`src/rtl/demux1x4_reg_if.sv`:
```
// Bundle of the producer-side and consumer-side signals for demux1x4_reg.
// The slave modport is the demultiplexer. The master modport is its environment.
interface demux1x4_reg_if #(
  parameter int DATA_W = 32
);
  logic [DATA_W-1:0] in_i;
  logic [1:0]        sel_i;
  logic              in_valid_i;
  logic              in_ready_o;
  logic [DATA_W-1:0] out_a_o;
  logic [DATA_W-1:0] out_b_o;
  logic [DATA_W-1:0] out_c_o;
  logic [DATA_W-1:0] out_d_o;
  logic [3:0]        out_valid_o;
  logic [3:0]        out_ack_i;
  logic [7:0]        stall_cnt_o;

  modport slave (
    input  in_i, sel_i, in_valid_i, out_ack_i,
    output in_ready_o, out_a_o, out_b_o, out_c_o, out_d_o, out_valid_o, stall_cnt_o
  );

  modport master (
    output in_i, sel_i, in_valid_i, out_ack_i,
    input  in_ready_o, out_a_o, out_b_o, out_c_o, out_d_o, out_valid_o, stall_cnt_o
  );
endinterface

```
`src/rtl/demux1x4_reg.sv`:
```
// Registered 1-to-4 demultiplexer with a one-entry valid/ack buffer per channel.
// Optional input stall counter enabled by defining DEMUX_STALL_CNT_EN.
module demux1x4_reg #(
  parameter int DATA_W = 32
) (
  input  logic           clk,
  input  logic           rst,
  demux1x4_reg_if.slave  bus
);

  logic [DATA_W-1:0] data_q [4];
  logic [DATA_W-1:0] data_d [4];
  logic [3:0]        valid_q;
  logic [3:0]        valid_d;
  logic              in_ready;
  logic              xfer;

  // Only the addressed channel gates acceptance; a same-cycle ack frees it.
  assign in_ready = ~valid_q[bus.sel_i] | bus.out_ack_i[bus.sel_i];
  assign xfer     = bus.in_valid_i & in_ready;

  always_comb begin
    for (int i = 0; i < 4; i++) begin
      data_d[i] = data_q[i];
    end
    valid_d = valid_q & ~bus.out_ack_i;
    if (xfer) begin
      data_d[bus.sel_i]  = bus.in_i;
      valid_d[bus.sel_i] = 1'b1;
    end
  end

  always_ff @(posedge clk or posedge rst) begin
    if (rst) begin
      for (int i = 0; i < 4; i++) begin
        data_q[i] <= '0;
      end
      valid_q <= 4'b0000;
    end else begin
      for (int i = 0; i < 4; i++) begin
        data_q[i] <= data_d[i];
      end
      valid_q <= valid_d;
    end
  end

  assign bus.in_ready_o  = in_ready;
  assign bus.out_valid_o = valid_q;
  assign bus.out_a_o     = data_q[0];
  assign bus.out_b_o     = data_q[1];
  assign bus.out_c_o     = data_q[2];
  assign bus.out_d_o     = data_q[3];

`ifdef DEMUX_STALL_CNT_EN
  logic [7:0] stall_q;
  logic [7:0] stall_d;

  // Saturating count of cycles the producer was held off.
  always_comb begin
    stall_d = stall_q;
    if (bus.in_valid_i && !in_ready && stall_q != 8'hFF) begin
      stall_d = stall_q + 8'd1;
    end
  end

  always_ff @(posedge clk or posedge rst) begin
    if (rst) begin
      stall_q <= 8'h00;
    end else begin
      stall_q <= stall_d;
    end
  end

  assign bus.stall_cnt_o = stall_q;
`else
  assign bus.stall_cnt_o = 8'h00;
`endif

endmodule

```
`src/flat_wrapper.sv`:
```
// flat-port wrapper written by rule: the top's interface ports become plain ports
module demux1x4_reg_flat 
#(
  parameter int DATA_W = 32
)
  (clk, rst, bus_in_i, bus_sel_i, bus_in_valid_i, bus_out_ack_i, bus_in_ready_o, bus_out_a_o, bus_out_b_o, bus_out_c_o, bus_out_d_o, bus_out_valid_o, bus_stall_cnt_o);
  demux1x4_reg_if #(.DATA_W(DATA_W)) bus_i ();
  input  logic clk;
  input  logic rst;
  input wire logic [$bits(bus_i.in_i)-1:0] bus_in_i;
  input wire logic [$bits(bus_i.sel_i)-1:0] bus_sel_i;
  input wire logic [$bits(bus_i.in_valid_i)-1:0] bus_in_valid_i;
  input wire logic [$bits(bus_i.out_ack_i)-1:0] bus_out_ack_i;
  output wire logic [$bits(bus_i.in_ready_o)-1:0] bus_in_ready_o;
  output wire logic [$bits(bus_i.out_a_o)-1:0] bus_out_a_o;
  output wire logic [$bits(bus_i.out_b_o)-1:0] bus_out_b_o;
  output wire logic [$bits(bus_i.out_c_o)-1:0] bus_out_c_o;
  output wire logic [$bits(bus_i.out_d_o)-1:0] bus_out_d_o;
  output wire logic [$bits(bus_i.out_valid_o)-1:0] bus_out_valid_o;
  output wire logic [$bits(bus_i.stall_cnt_o)-1:0] bus_stall_cnt_o;
  assign bus_i.in_i = bus_in_i;
  assign bus_i.sel_i = bus_sel_i;
  assign bus_i.in_valid_i = bus_in_valid_i;
  assign bus_i.out_ack_i = bus_out_ack_i;
  assign bus_in_ready_o = bus_i.in_ready_o;
  assign bus_out_a_o = bus_i.out_a_o;
  assign bus_out_b_o = bus_i.out_b_o;
  assign bus_out_c_o = bus_i.out_c_o;
  assign bus_out_d_o = bus_i.out_d_o;
  assign bus_out_valid_o = bus_i.out_valid_o;
  assign bus_stall_cnt_o = bus_i.stall_cnt_o;
  demux1x4_reg #(.DATA_W(DATA_W)) u_core (.clk(clk), .rst(rst), .bus(bus_i));
endmodule
```
`config.mk`:
```
export PLATFORM = sky130hd
export DESIGN_NAME = demux1x4_reg_flat
export DESIGN_NICKNAME = d
export VERILOG_FILES = /design/src/rtl/demux1x4_reg_if.sv /design/src/rtl/demux1x4_reg.sv /design/src/flat_wrapper.sv
export SDC_FILE = /design/constraint.sdc
export NUM_CORES = 1
export LEC_CHECK = 0
export BUFFER_PORTS_ARGS = -buffer_cell sky130_fd_sc_hd__buf_2
export CAP_MARGIN = 10
export CORE_ASPECT_RATIO = 1.5
export CORE_UTILIZATION = 30
export CTS_CLUSTER_DIAMETER = 30
export CTS_CLUSTER_SIZE = 20
export DETAILED_ROUTE_END_ITERATION = 16
export PLACE_DENSITY = 0.64
export SYNTH_ARGS = -nofsm -noshare
export SYNTH_HDL_FRONTEND = slang
export SYNTH_SLANG_ARGS = --single-unit
```
`constraint.sdc`:
```
create_clock -name clk -period 6.46 [get_ports clk]
set_input_delay 0.323 -clock clk [delete_from_list [all_inputs] [get_ports clk]]
set_output_delay 0.323 -clock clk [all_outputs]
set_load 0.01 [all_outputs]
```
==> metrics.md <==
| Metric | Value |
|---|---|
| Status | finished, final reports clean |
| Mapped Cells | between 300 and 400 |
| Period utilization | roughly a third |
| Min-Delay Path Depth | 2 |
| Worst slew pin tran | between 1 and 1.5 ns |
| Starting density of the core | between 30 and 40% |
| Hold Worst Slack | around 0.17 ns |
| Clk buf depth | 2 |
| Placed Cells | approximately 670 |
| Leakage power | ~3.2 nW |
| H-tree Lvls | 4 |
| Clock Skews | 0.01240 ns |
| RR Startpoint | u_core.bus.out_valid_o[1] |
| Layout cells sized above 1 | 68.02% |
| Largest stage delay, worst path | about 0.76 ns |
| DR pass1 iterations | 4 |
| Startpoint types | flip-flop |
| # IOs | 182 |
| Ant diodes | 0 |
| CP cell instances | nand2b_1 > nor3b_4 > buf_4 > mux2_2 |
| Fillers | ~1500 |
| TNS Setup | 0 ns |
| Worst slack, placed | roughly 4.1 ns |
| Antenna viol nets, final | 0 |
| Clock transition at path regs | around 0.06 ns |
| Final Wtd Congestion | 0.7225 |
| Max-slew headroom | approximately 22% |
| CTS tree | built |
| R2R Path End | u_core.bus.out_b_o[10] |
| Max_cap viols | 0 |
| Worst R2R Setup Slack | 4.28 ns |
| Largest fanout on the critical path | 18 |
| Detailed placement HPWL | approximately 8000 µm |
| Post-route minimum period | 2.177 ns |
| Register area share after synthesis | between 60% and 70% |
| Initial detailed-routing violation count | 86 |
| CP top delay family | simple AND/OR/NAND/NOR gates |
| Worst setup EP type | flip-flop |
| Buffers on Ports | approximately 170 |
| Max-slew violations | 0 |
| Root buffer cell | clkbuf_16 |
| Cell Pwr Density | about 390 nW/µm² |
| Worst-Skew Late Latency | between 0.4 and 0.5 ns |
| Gr usage total | 14.52% |
| Global route total overflow | 0 |
| Crit path kind | flip-flop to flip-flop |
| Detailed-route vias per instance | roughly 4.4 |
| Number of global-route vias before repair | between 3000 and 4000 |
| Final setup fails | 0 |
| Synth Warn # | 0 |
| # clock sinks | between 100 and 150 |
| Critical path's slowest cell | nor3b_4 |
| Row cnt | between 50 and 60 |
| Routed wire length | around 12000 µm |
| Die X | around 110 µm |
| DRC Markers | 0 |
| Hold Vio Cnt, Final | 0 |
| Ranking of synthesized cells by area | dfrtp_1 65%, mux2_2 28%, buf_4 1.8%, buf_6 1.3%, mux2_1 0.89% |
| Area Overhead vs Synth | 32.11% |
| Chip height | 161.0 µm |
| PnR worst setup slack | ~4.3 ns |
| Final instance area | about 6700 µm² |
| Synthesized area per cell | 16.73 µm² |
| RSZ-0062 raised after global routing | false |
| Post-Syn Area | slightly above 5000 µm² |
| Post-CTS Setup Repair Bufs | 0 |
| Synth Register Bits | between 100 and 150 |
| First-pass GRT wire length | 18840 µm |
| Via count | roughly 3100 |
| Commonest non-fill, non-tap cell in the layout | buf_2 |
| Top-area cell type share of the netlist area | about two thirds |
| Routed length per instance | about 17 µm |
| Post-layout instance count excluding filler cells | 700 |
| Largest net degree at the start of global routing | 74 |
| Worst reg2reg path depth | 4 |
| WP buf/inv | 1 |
| Yosys top cell by area | dfrtp_1 |
| Max Freq | roughly 460 MHz |
| Maximum VDD drop | 146.0 µV |
| CP required | 6.75 ns |
| Die ar. | 17380 µm² |
| Antenna violations before repair | 0 |
| Worst Hold End | u_core.bus.out_d_o[23] |
| Floorplan core area | 16330 µm² |
| Most frequent cells in the layout | 173 x buf_2, 132 x dfrtp_1, 124 x mux2_2 |
| Tightest Hold Check Type | input port to flip-flop |
| Hold Crit Start | bus_in_i[23] |
| CTS Buf Count | 17 |
| Placed cell areas | between 6000 and 7000 µm² |
| Worst EP arrival | about 2.5 ns |
| Nets@finish | between 500 and 600 |
| Post-synth cell types | 18 |
## per-stage QoR
stage / total power, mW / utilization, %
2_1_floorplan: 1.368 / -
3_3_place_gp: 1.598 / 37.08
3_5_place_dp: 1.617 / 37.08
4_1_cts: 2.616 / 40.88
5_1_grt: 2.701 / 40.88
6_report: 2.575 / 40.88
## routing by layer
layer  wire length (µm)  up-vias  global-route usage, %
li1                   -     1396                      -
met1               4788     1583                  16.60
met2               6254      109                  25.07
met3                527       17                  3.247
met4                273        0                  7.223
met5                  0        -                      0
## where the power goes
part | total, mW | internal, mW | switching (mW)
Sequential | 1.09 | 0.999 | 0.0881
Clock | 0.983 | 0.627 | 0.355
Combinational | 0.505 | 0.257 | 0.248
Total | 2.57 | 1.88 | 0.691
## cell usage after synthesis
cell / number
mux2_2: 124
buf_6: 6
mux4_2: 1
conb_1: 1
o21ai_0: 1
nor2b_1: 2
buf_4: 12
inv_1: 1
nand2_1: 5
nand3_1: 1
and3_1: 1
buf_2: 4
clkbuf_2: 1
nor3b_2: 1
nand3b_2: 1
dfrtp_1: 132
nand2b_1: 4
mux2_1: 4
## cell families after synthesis
logic type	synth area share, %
DFF	65.36
muxes	28.97
buffers and inverters	3.689
and+or+nand+nor	1.807
AOI/OAI and AO/OA	0.09894
other	0.07420
## worst max path at each step
stage	slack [ns]	to	cells past startpoint	startpoint
finish	4.28	u_core.bus.out_b_o[10]	4	u_core.bus.out_valid_o[1]
global placement	4.20	u_core.bus.out_a_o[8]	4	bus_sel_i[0]
global route	4.11	u_core.bus.out_b_o[14]	4	u_core.bus.out_valid_o[1]
floorplan	2.61	u_core.bus.out_a_o[0]	1	rst
CTS	4.20	u_core.bus.out_b_o[10]	4	u_core.bus.out_valid_o[1]
detailed placement	4.13	u_core.bus.out_b_o[10]	5	bus_out_ack_i[1]
## flip-flops by register name (all words and copies together), names as in the netlist
name	cells
u_core.bus.out_a_o	32
u_core.bus.out_c_o	32
u_core.bus.out_b_o	32
u_core.bus.out_valid_o	4
u_core.bus.out_d_o	32
## final cells by class
type / instances / area [µm²] / share of cell area, %
Timing Repair Buffer: 176 / 890.9 / 13.34
Multi-Input combinational cell: 153 / 1605 / 24.04
Tap cell: 206 / 257.7 / 3.861
Inverter: 1 / 8.758 / 0.1312
Clock buffer: 20 / 456.7 / 6.840
Sequential cell: 132 / 3303 / 49.48
Clock inverter: 12 / 153.9 / 2.305
## what timing repair did
action / 4_1_cts / 5_1_grt
hold buffers: 1 / 0
endpoints found under the hold margin: 51 / 0
gates resized for setup: 0 / 0
endpoints found under the setup margin: 0 / 0
Note: power is estimated with default switching activity, not from simulation.
